`src/rtl/kpd_pkg.sv`:
```
// Shared types for the keypad command parser: token codes, parser states and
// the packed motor command carried through the command queue.
package kpd_pkg;

   localparam logic [3:0] TOK_SPACE    = 4'd10;
   localparam logic [3:0] TOK_ENTER    = 4'd11;
   localparam logic [3:0] TOK_FORWARD  = 4'd12;
   localparam logic [3:0] TOK_BACKWARD = 4'd13;
   localparam logic [3:0] TOK_INVALID  = 4'd14;

   // Field widths of the queued command; they track the parser's default
   // N_MOTORS=4 and ANGLE_W=9.
   localparam int CMD_MOTOR_W = 2;
   localparam int CMD_ANGLE_W = 9;

   typedef enum logic [2:0] {
      IDLE,
      MOTOR,
      DIR,
      DIGITS,
      ERROR
   } kpd_state_e;

   typedef struct packed {
      logic [CMD_MOTOR_W-1:0] motor;
      logic                   dir;
      logic [CMD_ANGLE_W-1:0] angle;
   } kpd_cmd_t;

endpackage

```
`src/rtl/kpd_cmd_fifo.sv`:
```
// First-word fall-through queue of parsed motor commands. A push into a full
// queue is still accepted when the head is popped in the same cycle.
module kpd_cmd_fifo
   import kpd_pkg::*;
#(
   parameter int FIFO_DEPTH = 4
) (
   input  logic     clk_i,
   input  logic     rst_i,
   input  logic     push_i,
   input  kpd_cmd_t push_data_i,
   output logic     push_ok_o,
   input  logic     pop_i,
   output kpd_cmd_t head_o,
   output logic     full_o,
   output logic     empty_o
);

   localparam int PTR_W = $clog2(FIFO_DEPTH);
   localparam int CNT_W = PTR_W + 1;

   kpd_cmd_t         mem_q [FIFO_DEPTH];
   logic [PTR_W-1:0] rd_q;
   logic [PTR_W-1:0] wr_q;
   logic [CNT_W-1:0] cnt_q;
   logic             do_pop;
   logic             do_push;

   assign empty_o   = (cnt_q == '0);
   assign full_o    = (cnt_q == CNT_W'(FIFO_DEPTH));
   assign do_pop    = pop_i && !empty_o;
   assign do_push   = push_i && (!full_o || do_pop);
   assign push_ok_o = do_push;
   assign head_o    = empty_o ? '0 : mem_q[rd_q];

   always_ff @(posedge clk_i) begin
      if (do_push) begin
         mem_q[wr_q] <= push_data_i;
      end
   end

   // Pointers wrap naturally because the depth is a power of two.
   always_ff @(posedge clk_i) begin
      if (rst_i) begin
         rd_q  <= '0;
         wr_q  <= '0;
         cnt_q <= '0;
      end else begin
         if (do_push) begin
            wr_q <= wr_q + PTR_W'(1);
         end
         if (do_pop) begin
            rd_q <= rd_q + PTR_W'(1);
         end
         case ({do_push, do_pop})
            2'b10:   cnt_q <= cnt_q + CNT_W'(1);
            2'b01:   cnt_q <= cnt_q - CNT_W'(1);
            default: cnt_q <= cnt_q;
         endcase
      end
   end

endmodule

```
`src/rtl/kpd_cmd_parser.sv`:
```
// Keypad command parser: turns "<motor> SPACE <dir> <digits> ENTER" token
// streams into queued motor commands. KPD_SPACE_TERM_EN lets SPACE terminate.
module kpd_cmd_parser
   import kpd_pkg::*;
#(
   parameter int N_MOTORS   = 4,
   parameter int MAX_DIGITS = 3,
   parameter int MAX_ANGLE  = 360,
   parameter int ANGLE_W    = 9,
   parameter int FIFO_DEPTH = 4
) (
   input  logic                        in_Clk,
   input  logic                        in_Rst,
   input  logic                        i_ena,
   input  logic [3:0]                  i_data_dec,
   output logic                        o_cmd_valid,
   input  logic                        i_cmd_ready,
   output logic [$clog2(N_MOTORS)-1:0] o_cmd_motor,
   output logic                        o_cmd_dir,
   output logic [ANGLE_W-1:0]          o_cmd_angle,
   output logic                        out_led_ini,
   output logic                        o_err,
   output logic                        o_fifo_full
);

   localparam int MOTOR_W = $clog2(N_MOTORS);
   localparam int ACC_W   = ANGLE_W + 4;
   localparam int CNT_W   = $clog2(MAX_DIGITS + 2);

   kpd_state_e       state_q;
   logic             ena_q;
   logic [MOTOR_W-1:0] motor_q;
   logic             dir_q;
   logic [ACC_W-1:0] acc_q;
   logic [CNT_W-1:0] cnt_q;
   logic             err_q;

   logic             tok_stb;
   logic             is_digit;
   logic             is_term;
   logic             motor_ok;
   logic             commit;
   logic             pop;
   logic             push_ok;
   logic             fifo_full;
   logic             fifo_empty;
   logic [ACC_W-1:0] acc_d;
   logic [CNT_W-1:0] cnt_d;
   kpd_cmd_t         push_cmd;
   kpd_cmd_t         head_cmd;

   assign tok_stb  = i_ena && !ena_q;
   assign is_digit = (i_data_dec <= 4'd9);
   assign motor_ok = (i_data_dec != 4'd0) && (int'(i_data_dec) <= N_MOTORS);
`ifdef KPD_SPACE_TERM_EN
   assign is_term  = (i_data_dec == TOK_ENTER) || (i_data_dec == TOK_SPACE);
`else
   assign is_term  = (i_data_dec == TOK_ENTER);
`endif

   // The accumulator is wider than the angle so an out-of-range value is
   // seen as such rather than wrapping into range.
   assign acc_d = ACC_W'(acc_q * ACC_W'(10)) + ACC_W'(i_data_dec);
   assign cnt_d = cnt_q + CNT_W'(1);

   assign commit = tok_stb && (state_q == DIGITS) && is_term &&
                   (cnt_q != '0) && (acc_q <= ACC_W'(MAX_ANGLE));
   assign pop    = o_cmd_valid && i_cmd_ready;

   assign push_cmd.motor = CMD_MOTOR_W'(motor_q);
   assign push_cmd.dir   = dir_q;
   assign push_cmd.angle = CMD_ANGLE_W'(acc_q);

   always_ff @(posedge in_Clk) begin
      if (in_Rst) begin
         state_q <= IDLE;
         ena_q   <= 1'b1;
         motor_q <= '0;
         dir_q   <= 1'b0;
         acc_q   <= '0;
         cnt_q   <= '0;
         err_q   <= 1'b0;
      end else begin
         ena_q <= i_ena;
         err_q <= 1'b0;
         if (tok_stb) begin
            case (state_q)
               IDLE: begin
                  if (i_data_dec >= TOK_INVALID || !motor_ok) begin
                     state_q <= ERROR;
                     err_q   <= 1'b1;
                  end else begin
                     motor_q <= MOTOR_W'(i_data_dec - 4'd1);
                     state_q <= MOTOR;
                  end
               end
               MOTOR: begin
                  if (i_data_dec == TOK_SPACE) begin
                     state_q <= DIR;
                  end else begin
                     state_q <= ERROR;
                     err_q   <= 1'b1;
                  end
               end
               DIR: begin
                  if (i_data_dec == TOK_FORWARD || i_data_dec == TOK_BACKWARD) begin
                     dir_q   <= (i_data_dec == TOK_FORWARD);
                     acc_q   <= '0;
                     cnt_q   <= '0;
                     state_q <= DIGITS;
                  end else begin
                     state_q <= ERROR;
                     err_q   <= 1'b1;
                  end
               end
               DIGITS: begin
                  if (is_digit) begin
                     if (int'(cnt_d) > MAX_DIGITS) begin
                        state_q <= ERROR;
                        err_q   <= 1'b1;
                     end else begin
                        acc_q <= acc_d;
                        cnt_q <= cnt_d;
                     end
                  end else if (is_term) begin
                     // Range failures and a full queue both reject here.
                     state_q <= IDLE;
                     err_q   <= !(commit && push_ok);
                  end else begin
                     state_q <= ERROR;
                     err_q   <= 1'b1;
                  end
               end
               ERROR: begin
                  if (is_term) begin
                     state_q <= IDLE;
                  end
               end
               default: state_q <= IDLE;
            endcase
         end
      end
   end

   kpd_cmd_fifo #(
      .FIFO_DEPTH(FIFO_DEPTH)
   ) u_fifo (
      .clk_i      (in_Clk),
      .rst_i      (in_Rst),
      .push_i     (commit),
      .push_data_i(push_cmd),
      .push_ok_o  (push_ok),
      .pop_i      (pop),
      .head_o     (head_cmd),
      .full_o     (fifo_full),
      .empty_o    (fifo_empty)
   );

   assign o_cmd_valid = !fifo_empty;
   assign o_cmd_motor = MOTOR_W'(head_cmd.motor);
   assign o_cmd_dir   = head_cmd.dir;
   assign o_cmd_angle = ANGLE_W'(head_cmd.angle);
   assign o_fifo_full = fifo_full;
   assign out_led_ini = (state_q == IDLE);
   assign o_err       = err_q;

endmodule

```
`config.mk`:
```
export PLATFORM = sky130hd
export DESIGN_NAME = kpd_cmd_parser
export DESIGN_NICKNAME = d
export VERILOG_FILES = /design/src/rtl/kpd_pkg.sv /design/src/rtl/kpd_cmd_fifo.sv /design/src/rtl/kpd_cmd_parser.sv
export SDC_FILE = /design/constraint.sdc
export NUM_CORES = 1
export LEC_CHECK = 0
export ABC_CLOCK_PERIOD_IN_PS = 3400
export BUFFER_PORTS_ARGS = -buffer_cell sky130_fd_sc_hd__buf_2
export CAP_MARGIN = 10
export CORE_MARGIN = 4
export CORE_UTILIZATION = 27
export DETAILED_ROUTE_END_ITERATION = 10
export GPL_TIMING_DRIVEN = 0
export PLACE_DENSITY = 0.42
export SLEW_MARGIN = 10
export SYNTH_ARGS = -nofsm -noshare
export SYNTH_HDL_FRONTEND = slang
export SYNTH_SLANG_ARGS = --single-unit
export TNS_END_PERCENT = 10
```
`constraint.sdc`:
```
create_clock -name in_Clk -period 3.4 [get_ports in_Clk]
set_input_delay 0.68 -clock in_Clk [delete_from_list [all_inputs] [get_ports in_Clk]]
set_output_delay 0.68 -clock in_Clk [all_outputs]
set_load 0.03 [all_outputs]
```
Word-level counts from Yosys, hierarchy flattened
Memory sizes are Yosys's and may differ from the RTL's. A register that Yosys moved wholly into a read port is not among the register bits.
Index checks and enable logic that the tools add are counted.
Widths: inputs -> output; s select.

word-level totals
  bits of input ports = 8
  output and inout port bits = 16
  bits in writable memories = 48
  memories kept = 1
  flip-flop bits (word level) = 31
  logic and storage cells = 100

cells by class
  order comparisons = 5
  reduce and logical (&&, ||, !) cells = 29
  add/sub/neg operators = 7
  bitwise operators = 2
  eq/ne operators = 16
  multipliers = 1
  multiplexer cells = 29

memories
  memory        words  width  read ports  clocked after Yosys merged registers in  write ports  line                source
  u_fifo.mem_q  4      12     1           1                                        1            kpd_cmd_fifo.sv:22  kpd_cmd_t mem_q [FIFO_DEPTH];

operators by type and width
  kind                   number
  $mux 13                3
  $mux 3                 10
  $pmux 13 s2            1
  $eq 4x4->1 const B     4
  $pmux 3 s5             1
  $add 13x4->13          1
  $le 13x9->1 const B    1
  $mul 13x3->12 const B  1
  $mux 12                1
  $pmux 3 s2             2
  $logic_and 1x1->1      10
  $reduce_and 3->1       3
  $mux 1                 8
  $ne 2x2->1 const B     4
  $add 3x1->3 const B    2
  $eq 3x2->1 const B     2
  $eq 3x3->1 const B     2
  $logic_not 3->1        2
  $logic_not 1->1        5
  $reduce_and 5->1       1
  $add 2x1->2 const B    2
  $ge 4x4->1 const B     1
  $le 4x3->1 const B     1
  $le 4x4->1 const B     1
  15 further kinds       20

Depth between registers and ports, before layout
Gate-level depths: netlist (run 1).

  depth in word-level cells = 12
  mapped depth = 14
  depth with buffers taken out = 13

Modules after synthesis
From an unflattened synthesis (run 1), not the netlist that was laid out.

second synthesis, totals
  cells, all modules = 384
  area, all modules = 4573.1 um^2

by module, submodules not included
  module          cells each  seq. area each (um^2)  area each (um^2)  instances
  kpd_cmd_fifo    143         1621.6                 2512.4            1
  kpd_cmd_parser  241         480.5                  2060.7            1

Worst setup path before layout (run 1)
Ideal clock, no wire load.

  kind = register to register
  from = register acc_q[1]
  to = register acc_q[12]
  setup slack = 0.505 ns
  data required time = 3.283 ns
  stages on the path, launching flop included = 11
  data arrival time = 2.778 ns
  setup time = 0.117 ns
  buffers on the path = 0
  clock period less this slack = 2.895 ns
  path through = dfxtp_1 ha_1 ha_1 fa_1 a211oi_1 o21bai_1 a21oi_1 xnor2_1 nor3b_2 xnor3_1 a22o_1

on the way
  longest elaborated chain between the ends = 5

ends and longest elaborated chain
  element                 line                   source
  start, declared         kpd_cmd_parser.sv:34   logic [ACC_W-1:0] acc_q;
  start signal, assigned  kpd_cmd_parser.sv:80   acc_q <= '0;
  start signal, assigned  kpd_cmd_parser.sv:108  acc_q <= '0;
  start signal, assigned  kpd_cmd_parser.sv:122  acc_q <= acc_d;
  $mul 13x3->12           kpd_cmd_parser.sv:63   assign acc_d = ACC_W'(acc_q * ACC_W'(10)) + ACC_W'(i_data_dec);
  $add 13x4->13           kpd_cmd_parser.sv:63
  $mux 13                 kpd_cmd_parser.sv:118  if (int'(cnt_d) > MAX_DIGITS) begin
  $mux 13                 kpd_cmd_parser.sv:117  if (is_digit) begin
  $pmux 13 s2             kpd_cmd_parser.sv:87   case (state_q)

Every way passes these cells. The select of a mux whose other input is x is not followed.
A chain may end at the register's enable or synchronous reset.

Final worst setup path (run 1)
Ends and elaborated chain as after synthesis.

==> results.md, run 1 <==
- R2R cell count: 10
- Clock sink total: 81
- PwrDens: 440 nW/um2
- Min-delay src: acc_q[12]
- DRT iter0 DRCs: 141
- Req. time, crit path: 3.63 ns
- H-tree depth: 3
- Boundary Pins: 24
- Final wirelength: 8450 um
- Setup TNS: 0 ns
- RSZ-0062 raised after global routing: no
- Primary FF master, synth: edfxtp_1
- Post-synthesis adder-cell area fraction: 11.3%
- Seq/Total Area, Yosys: 51.4%
- Static Leakage: 1.86 nW
- Drt drc: 0
- Largest net degree at the start of global routing: 16
- Die area: 17,200 um2
- Fmax achieved: 322 MHz
- Most frequent cells in the layout: edfxtp_1, nor2_1, ha_1, dfxtp_1, buf_2
- Ant. Diodes: 0
- Final non-filler cell total: 559
- Post-synthesis mux area share: 6.85%
- Synth Area in XOR/XNOR: 5.66%
- EDFF count, synth: 48
- GR Overflow Total: 0
- Skew-Pair Late Insertion Delay: 0.34 ns
- CTS root buf: clkbuf_16
- Worst setup EP type: register
- Overall die height: 131 um
- Final Critical Period: 3.10 ns
- GRT Overall Usage: 10.8%
- Drt first pass iters: 4
- Mapped cell area: 4090 um2
- ANT nets after route: 0
- Utilization after layout: 32.3%
- Slew HR: 50.7%
- Reg clk slew, reported paths: 0.06 ns
- CTS Buf Count: 9
- Final Hold Fails: 0
- Crit path max-delay family: adder cells
- Ys async rst share: 0%
- Synth Net Count: 379
- Yosys reg bits: 81
- Worst Hold Class: reg -> reg
- Critical Path Max Stage Delay: 0.44 ns
- Commonest non-fill, non-tap cell in the layout: edfxtp_1
- Drt wl/cell: 15.1 um
- Initial antenna violation count: 0
- WHS Path Cells: 1
- Crit path buf inv count: 0
- Vias in the first global route: 2,682
- Fillers: 1,468
- Hold slack: 0.488 ns
- Core footprint: 14,700 um2
- Initial Util: 27.8%
- Clock buffer depth: 2
- Placed cells: 543
- Rows: 44
- Max-cap violation count: 0
- Simple-gate share of the synthesized area: 13.0%
- Nets@finish: 413
- YS warnings: 0
- Crit-path slowest cell: dfxtp_2
- Setup slack, reg-to-reg: 0.30 ns
- Crit-path max FO: 9
- Placer Congestion: 0.827
- Die width: 131 um
- Layout area overhead: 16.2%
- Slew @ Worst Pin: 0.736 ns
- Worst VDD drop: 0.204 mV
- Worst r2r dst: acc_q[12]
- Share of cells above drive strength 1: 18.1%
- Synth Area in Compound Gates: 9.18%
- Final period utilization: 91.3%
- First-pass GRT wire length: 14,000 um
- Worst-path cell chain: ha_1 -> ha_1 -> fa_1 -> a211oi_1 -> o21bai_1 -> a21oi_1 -> xnor2_1 -> nor3b_2 -> xnor3_1 -> a22o_1
- Dpl hpwl: 6120 um
- Port bufs: 23
- Mean post-synth cell area: 12.2 um2
- Launching point of the worst reg2reg path: acc_q[1]
- Final Skew: 0.00518 ns
- WHS Endpoint: acc_q[12]
- Drt via density: 4.61
- CP startpoint kind: register
- Critical setup path kind: reg -> reg
- Status: completed
- Synth unique cells: 48
- # Post-CTS Setup Buffers: 0
- Cells after synthesis: 336
- CTS tree: yes
- Cell mode on critical path: ha_1
- Via count: 2,579
- Largest family of logic cells by synthesized area: simple AND/OR/NAND/NOR gates
- Slew Limit Fails: 0
- Setup violators final: 0
- Worst Path Arrival: 3.33 ns
## final cells by class
| cell class | instances | area (um2) | area share (%) |
|---|---|---|---|
| multi-input combinational | 229 | 1880 | 39.6 |
| sequential | 81 | 2100 | 44.3 |
| tap | 184 | 230 | 4.84 |
| clock buffer | 10 | 239 | 5.03 |
| inverter | 15 | 56.3 | 1.18 |
| buffer | 11 | 52.6 | 1.11 |
| clock inverter | 6 | 72.6 | 1.53 |
| timing repair buffer | 23 | 115 | 2.42 |
## how the worst max path moves through the flow
stage	from	end	slack (ns)	depth (start not counted)
2_1_floorplan	acc_q[1]	acc_q[12]	0.51	10
3_3_place_gp	acc_q[1]	acc_q[12]	0.16	10
3_5_place_dp	acc_q[1]	acc_q[12]	0.17	10
4_1_cts	acc_q[1]	acc_q[12]	0.16	10
5_1_grt	acc_q[1]	acc_q[12]	0.03	10
6_report	acc_q[1]	acc_q[12]	0.30	10
## worst register-to-register path, delay by kind of cell, from the launching register on
kind / cells / cell delay, ns
AND/OR/NAND/NOR: 1 / 0.24
adder cells (fa/ha/maj): 3 / 0.91
AO/OA/AOI/OAI: 4 / 0.88
XOR/XNOR: 2 / 0.53
flip-flops: 1 / 0.44
## cells by family after synthesis
logic type | Yosys count
adders and majority gates | 35
DFF | 81
buffers and inverters | 26
xor gates and xnor gates | 24
AOI/OAI and AO/OA | 53
muxes | 13
and+or+nand+nor | 104
## flip-flops by register name, indices dropped and copies added, names as in the netlist, named ones only
name,cells
cnt_q,3
u_fifo.cnt_q,3
u_fifo.rd_q,2
motor_q,2
u_fifo.mem_q,48
state_q,3
acc_q,13
dir_q,1
u_fifo.wr_q,2
ena_q,1
o_err,1
## through the flow
stage	setup slack [ns]	cell area [um2]	total power, mW
4_1_cts	0.157	4750	2.13
2_1_floorplan	0.505	4090	1.09
3_3_place_gp	0.160	4440	1.12
3_5_place_dp	0.167	4440	1.11
6_report	0.296	4750	2.09
5_1_grt	0.0292	4750	2.18
## synthesized netlist by cell type (all sizes together), types with 2 or more instances
library cell	count	area (um2)
fa	3	60.1
o21ai	8	40.0
or3	3	18.8
nand2	11	43.8
nor3b	2	20.0
nor3	11	60.1
nand3	4	20.0
ha	32	400
buf	5	26.3
or2	2	12.5
and2	19	119
inv	15	56.3
o21bai	3	26.3
edfxtp	48	1440
a21oi	12	60.1
a31oi	3	18.8
mux4	12	270
dfxtp	33	661
a21o	3	22.5
nor2	38	143
clkbuf	6	26.3
nor4	5	31.3
and3	3	18.8
a22o	2	17.5
a22oi	8	60.1
xor2	13	121
nand2b	2	12.5
nor2b	2	12.5
a211oi	8	60.1
xnor2	10	87.6
## where the power goes
| group | internal [mW] | switching (mW) | total (mW) |
|---|---|---|---|
| Combinational | 0.0191 | 0.0389 | 0.0580 |
| Sequential | 1.03 | 0.00317 | 1.03 |
| Clock | 0.600 | 0.400 | 1.00 |
## metal layers
layer	vias up	GRT usage [%]	wire length, um
li1	1292	-	-
met2	45	17.6	4010
met1	1230	13.7	3960
met5	-	0	0
met3	12	3.61	342
met4	0	3.33	140
## repair_timing
action | in CTS | in global routing
hold buffers | 0 | 0
gates resized for setup | 0 | 3
setup endpoints to repair | 0 | 1
No activity file was read; power rests on OpenSTA's default activity.
==> inputs of run 2 (changes only) <==
--- a/config.mk
+++ b/config.mk
@@ -5,14 +5,14 @@
 export SDC_FILE = /design/constraint.sdc
 export NUM_CORES = 1
 export LEC_CHECK = 0
-export ABC_CLOCK_PERIOD_IN_PS = 3400
+export ABC_CLOCK_PERIOD_IN_PS = 3750
 export BUFFER_PORTS_ARGS = -buffer_cell sky130_fd_sc_hd__buf_2
 export CAP_MARGIN = 10
 export CORE_MARGIN = 4
-export CORE_UTILIZATION = 27
+export CORE_UTILIZATION = 60
 export DETAILED_ROUTE_END_ITERATION = 10
 export GPL_TIMING_DRIVEN = 0
-export PLACE_DENSITY = 0.42
+export PLACE_DENSITY = 0.79
 export SLEW_MARGIN = 10
 export SYNTH_ARGS = -nofsm -noshare
 export SYNTH_HDL_FRONTEND = slang
==> constraint.sdc (replaced) <==
create_clock -name in_Clk -period 3.75 [get_ports in_Clk]
set_input_delay 0.75 -clock in_Clk [delete_from_list [all_inputs] [get_ports in_Clk]]
set_output_delay 0.75 -clock in_Clk [all_outputs]
set_load 0.03 [all_outputs]
==> run 2 against run 1 <==
Compared with the run above:
- non-clock buffer count unchanged
- critical endpoint unchanged
- core utilization up 38 points
- clock power down 23%
- critical path depth unchanged
==> results.md, run 2 (synthesized netlist as in run 1, its figures left out) <==
- Crit-path max FO: 9 (unchanged)
- Final wirelength: 7550 um (was 8450 um)
- Drt via density: 5.86 (was 4.61)
- R2R cell count: 10 (unchanged)
- Final period utilization: 85.8% (was 91.3%)
- Dpl hpwl: 5290 um (was 6120 um)
- Post-cts hold buffer count: 0 (unchanged)
- Launching point of the worst reg2reg path: acc_q[1] (unchanged)
- Max-cap violation count: 0 (unchanged)
- Placer Congestion: 0.968 (was 0.827)
- Crit-path slowest cell: dfxtp_1 (was dfxtp_2)
- CTS tree: yes (unchanged)
- WHS Endpoint: acc_q[12] (unchanged)
- Worst-path cell chain: ha_1 -> ha_1 -> fa_1 -> a211oi_1 -> o21bai_1 -> a21oi_1 -> xnor2_1 -> nor3b_2 -> xnor3_1 -> a22o_1 (unchanged)
- Slew Limit Fails: 0 (unchanged)
- Final Critical Period: 3.22 ns (was 3.10 ns)
- Static Leakage: 1.82 nW (was 1.86 nW)
- Critical Path Max Stage Delay: 0.54 ns (was 0.44 ns)
- CTS resizes: 0 (unchanged)
- Drt drc: 0 (unchanged)
- WHS Path Cells: 1 (unchanged)
- Critical setup path kind: reg -> reg (unchanged)
- Worst setup EP type: register (unchanged)
- Final non-filler cell total: 452 (was 559)
- ANT nets after route: 0 (unchanged)
- Skew-Pair Late Insertion Delay: 0.35 ns (was 0.34 ns)
- Initial Util: 63.0% (was 27.8%)
- CTS root buf: clkbuf_8 (was clkbuf_16)
- Slew HR: 56.4% (was 50.7%)
- Rows: 29 (was 44)
- Share of cells above drive strength 1: 17.3% (was 18.1%)
- GRT met3 Usage: 3.50% (was 3.61%)
- CTS Buf Count: 9 (unchanged)
- Pre-CTS setup slack: 0.515 ns (was 0.167 ns)
- DRT iter0 DRCs: 175 (was 141)
- Min-delay src: acc_q[12] (unchanged)
- Worst r2r dst: acc_q[12] (unchanged)
- Setup TNS: 0 ns (unchanged)
- Layout area overhead: 11.2% (was 16.2%)
- Core footprint: 6490 um2 (was 14,700 um2)
- Final Skew: 0.0171 ns (was 0.00518 ns)
- Die width: 90.6 um (was 131 um)
- Vias in the first global route: 2,588 (was 2,682)
- Overall die height: 90.6 um (was 131 um)
- # Post-CTS Setup Buffers: 0 (unchanged)
- PwrDens: 387 nW/um2 (was 440 nW/um2)
- First-pass GRT wire length: 12,600 um (was 14,000 um)
- Fmax achieved: 311 MHz (was 322 MHz)
- Worst Hold Class: reg -> reg (unchanged)
- Boundary Pins: 24 (unchanged)
- Setup violators final: 0 (unchanged)
- Drt first pass iters: 4 (unchanged)
- Die area: 8200 um2 (was 17,200 um2)
- Clock buffer depth: 2 (unchanged)
- Reg clk slew, reported paths: 0.08 ns (was 0.06 ns)
- Nets@finish: 413 (unchanged)
- Clock sink total: 81 (unchanged)
- Met2 GRT Util: 31.8% (was 17.6%)
- Top Registers: u_fifo.mem_q: 48 flops, acc_q: 13 flops (unchanged)
- Reg with most FFs: u_fifo.mem_q (unchanged)
- Ant. Diodes: 0 (unchanged)
- Cell mode on critical path: ha_1 (unchanged)
- H-tree depth: 3 (unchanged)
- Grt peak-use layer: met2 (unchanged)
- Initial antenna violation count: 0 (unchanged)
- Fin area: 4550 um2 (was 4750 um2)
- Commonest non-fill, non-tap cell in the layout: edfxtp_1 (unchanged)
- RSZ-0062 raised after global routing: no (unchanged)
- Placed cells: 436 (was 543)
- CP startpoint kind: register (unchanged)
- GRT Overall Usage: 19.1% (was 10.8%)
- Final Hold Fails: 0 (unchanged)
- GR Overflow Total: 0 (unchanged)
- Worst Path Arrival: 3.45 ns (was 3.33 ns)
- Port bufs: 23 (unchanged)
- Final setup margin: 0.534 ns (was 0.296 ns)
- Worst VDD drop: 0.194 mV (was 0.204 mV)
- Most frequent cells in the layout: edfxtp_1, nor2_1, dfxtp_1, ha_1, buf_2 (was edfxtp_1, nor2_1, ha_1, dfxtp_1, buf_2)
- Drt wl/cell: 16.7 um (was 15.1 um)
- Largest net degree at the start of global routing: 16 (unchanged)
- Via count: 2,650 (was 2,579)
- Setup slack, reg-to-reg: 0.53 ns (was 0.30 ns)
- Met1 Resource Use GR: 25.8% (was 13.7%)
- Req. time, crit path: 3.99 ns (was 3.63 ns)
- Instance area at placement: 4300 um2 (was 4440 um2)
- Slew @ Worst Pin: 0.651 ns (was 0.736 ns)
- Hold slack: 0.491 ns (was 0.488 ns)
- Max FFs per register: 48 (unchanged)
- Status: completed (unchanged)
==> run 2: worst max path at each step <==
stage	from	endpoint	slack (ns)
after global routing	acc_q[2]	acc_q[12]	0.27
after floorplan	acc_q[1]	acc_q[12]	0.86
after detailed placement	acc_q[1]	acc_q[12]	0.52
final	acc_q[1]	acc_q[12]	0.53
after global placement	acc_q[1]	acc_q[12]	0.61
after CTS	acc_q[1]	acc_q[12]	0.49
==> run 2: report_power, final <==
part           leakage [nW]  switching (mW)  total [mW]  internal [mW]
sequential            0.715         0.00297       0.937          0.934
combinational         0.987          0.0356      0.0531         0.0175
clock                 0.121           0.322       0.772          0.449
==> run 2: final cells by class <==
| type | count | area [um2] |
|---|---|---|
| Sequential cell | 81 | 2100 |
| Fill cell | 446 | 1950 |
| Multi-Input combinational cell | 229 | 1880 |
| Clock buffer | 9 | 124 |
| Clock inverter | 7 | 124 |
| Timing Repair Buffer | 23 | 115 |
| Tap cell | 77 | 96.3 |
| Inverter | 15 | 56.3 |
| Buffer | 11 | 52.6 |
==> run 2: layer usage <==
metal / wire (um) / share of wire, %
met5: 0 / 0
met4: 66 / 0.87
met3: 399 / 5.3
met2: 3680 / 49
met1: 3410 / 45
==> run 2: critical path, delay by kind of cell, from the launching register on <==
family,cells,cell delay [ns]
AOI/OAI and AO/OA,4,0.83
xor gates and xnor gates,2,0.55
adders and majority gates,3,0.93
DFF,1,0.54
and+or+nand+nor,1,0.26
==> run 2: through the flow <==
step	power [mW]	utilization (%)
floorplan	0.990	-
global placement	1.01	66.2
detailed placement	1.01	66.2
CTS	1.77	70.0
global route	1.81	70.0
finish	1.76	70.0
==> inputs of run 3 (changes only) <==
--- a/config.mk
+++ b/config.mk
@@ -11,10 +11,9 @@
 export CORE_MARGIN = 4
 export CORE_UTILIZATION = 60
 export DETAILED_ROUTE_END_ITERATION = 10
-export GPL_TIMING_DRIVEN = 0
 export PLACE_DENSITY = 0.79
 export SLEW_MARGIN = 10
 export SYNTH_ARGS = -nofsm -noshare
 export SYNTH_HDL_FRONTEND = slang
 export SYNTH_SLANG_ARGS = --single-unit
-export TNS_END_PERCENT = 10
+export TNS_END_PERCENT = 5
==> run 3 against run 2 <==
Compared with the run above:
- count of clock-buffer cells in the layout is the same
- via count fell by 3.0%
- critical endpoint unchanged
- routed wire length decreased by 5.5%
- global-route usage shrank 0.70 points
==> results.md, run 3 (synthesized netlist as in run 1, its figures left out) <==
- Die area: 8200 um2 (unchanged)
- Fmax achieved: 311 MHz (about the same)
- Worst Hold Class: reg -> reg (unchanged)
- Slew @ Worst Pin: 0.804 ns (was 0.651 ns)
- Final period utilization: 85.6% (was 85.8%)
- Overall die height: 90.6 um (unchanged)
- # Post-CTS Setup Buffers: 0 (unchanged)
- Drt wl/cell: 16.2 um (was 16.7 um)
- Via count: 2,571 (was 2,650)
- Req. time, crit path: 3.99 ns (about the same)
- Worst VDD drop: 0.184 mV (was 0.194 mV)
- DRT iter0 DRCs: 116 (was 175)
- Critical Path Max Stage Delay: 0.52 ns (was 0.54 ns)
- Clock power frac: 39.5% (was 43.8%)
- Crit-path slowest cell: dfxtp_1 (unchanged)
- Cell mode on critical path: ha_1 (unchanged)
- Setup violators final: 0 (unchanged)
- CP startpoint kind: register (unchanged)
- Drt first pass iters: 4 (unchanged)
- Critical setup path kind: reg -> reg (unchanged)
- Setup slack, reg-to-reg: 0.54 ns (was 0.53 ns)
- Initial antenna violation count: 0 (unchanged)
- Reg with most FFs: u_fifo.mem_q (unchanged)
- PwrDens: 366 nW/um2 (was 387 nW/um2)
- Max FFs per register: 48 (unchanged)
- Commonest non-fill, non-tap cell in the layout: edfxtp_1 (unchanged)
- CTS Buf Count: 9 (unchanged)
- Largest net degree at the start of global routing: 33 (was 16)
- Core footprint: 6490 um2 (unchanged)
- Switch Pwr: 0.366 mW (was 0.361 mW)
- Hold slack: 0.505 ns (was 0.491 ns)
- Reg clk slew, reported paths: 0.09 ns (was 0.08 ns)
- Worst-path cell chain: ha_1 -> ha_1 -> fa_1 -> a211oi_1 -> o21bai_1 -> a21oi_1 -> xnor2_1 -> nor3b_2 -> xnor3_1 -> a22o_1 (unchanged)
- Dpl hpwl: 4980 um (was 5290 um)
- First-pass GRT wire length: 12,000 um (was 12,600 um)
- Part of the power in registers: 57.6% (was 53.2%)
- Sw frac: 22.5% (was 20.5%)
- Slew HR: 46.3% (was 56.4%)
- Crit-path max FO: 9 (unchanged)
- CTS tree: yes (unchanged)
- Final wirelength: 7130 um (was 7550 um)
- Worst setup EP type: register (unchanged)
- Initial Util: 63.0% (unchanged)
- Static Leakage: 1.77 nW (was 1.82 nW)
- Vias in the first global route: 2,438 (was 2,588)
- Clock sink total: 81 (unchanged)
- Final Critical Period: 3.21 ns (was 3.22 ns)
- Drt via density: 5.83 (was 5.86)
- Setup TNS: 0 ns (unchanged)
- Drt drc: 0 (unchanged)
- CTS resizes: 0 (unchanged)
- Status: completed (unchanged)
- ANT nets after route: 0 (unchanged)
- Port bufs: 23 (unchanged)
- Slew Limit Fails: 0 (unchanged)
- Final Hold Fails: 0 (unchanged)
- Skew-Pair Late Insertion Delay: 0.35 ns (about the same)
- RSZ-0062 raised after global routing: no (unchanged)
- Gate power share: 2.9% (was 3.0%)
- Die width: 90.6 um (unchanged)
- Most frequent cells in the layout: edfxtp_1, nor2_1, dfxtp_1, ha_1, buf_2 (unchanged)
- Share of cells above drive strength 1: 16.5% (was 17.3%)
- Layout area overhead: 8.78% (was 11.2%)
- P_int: 1.26 mW (was 1.40 mW)
- Max-cap violation count: 0 (unchanged)
- Clock buffer depth: 2 (unchanged)
- Crit path buf inv count: 0 (unchanged)
- CTS root buf: clkbuf_8 (unchanged)
- Final Skew: 0.00740 ns (was 0.0171 ns)
- Ant. Diodes: 0 (unchanged)
- Worst Path Arrival: 3.45 ns (about the same)
- Rows: 29 (unchanged)
- Top Registers: u_fifo.mem_q: 48 flops, acc_q: 13 flops (unchanged)
- Nets@finish: 402 (was 413)
- GRT Overall Usage: 18.4% (was 19.1%)
- Boundary Pins: 24 (unchanged)
- Placer Congestion: 0.904 (was 0.968)
- Post-cts hold buffer count: 0 (unchanged)
- H-tree depth: 3 (unchanged)
- Crit path max-delay family: adder cells (unchanged)
- GR Overflow Total: 0 (unchanged)
[run 3: cell count changes in the layout (fill, tap and decap cells not counted), sizes merged]
cell / previous run / this run
buf: 28 / 23
bufinv: 3 / 1
clkbuf: 15 / 9
clkinv: 0 / 1
clkinvlp: 1 / 2
[run 3: metrics by stage]
step	worst slack (ns)	power [mW]	cells	instance area, um2	util [%]
floorplan	0.855	0.990	336	4090	-
global placement	0.669	1.00	425	4250	65.4
detailed placement	0.555	1.00	425	4250	65.4
CTS	0.544	1.64	441	4450	68.5
global route	0.303	1.69	441	4450	68.5
finish	0.539	1.63	441	4450	68.5
[run 3: layout make-up]
class	count	area, um2
clock inverter	7	76.3
sequential	81	2100
tap	77	96.3
clock buffer	9	124
multi-input combinational	229	1880
timing repair buffer	23	115
inverter	15	56.3
fill	457	2050
[run 3: path summary, 6_finish.rpt]
check                   from  depth (start not counted)              end
min          u_fifo.cnt_q[2]                          2  u_fifo.cnt_q[2]
max reg2reg         acc_q[1]                         10        acc_q[12]
max                 acc_q[1]                         10        acc_q[12]
min reg2reg  u_fifo.cnt_q[2]                          2  u_fifo.cnt_q[2]
[run 3: routing by layer]
metal	up-vias	GRT usage [%]	routed length (um)
li1	1274	-	-
met1	1230	25.1	3410
met2	57	29.2	3380
met3	10	4.75	235
met4	0	5.36	104
met5	-	0	0
[run 3: worst reg2reg max path, delay by kind of cell (launching register included)]
family	cells	cell delay (ns)
fa+ha+maj	3	0.93
compound gates	4	0.88
xor+xnor	2	0.53
flops	1	0.52
simple gates	1	0.25
[run 3: power by group through the flow]
stage / Clock (mW) / Combinational [mW] / Sequential [mW]
floorplan: 0 / 0.0328 / 0.957
detailed placement: 0 / 0.0463 / 0.958
global route: 0.698 / 0.0530 / 0.939
finish: 0.644 / 0.0475 / 0.938
CTS: 0.657 / 0.0468 / 0.938
global placement: 0 / 0.0462 / 0.958
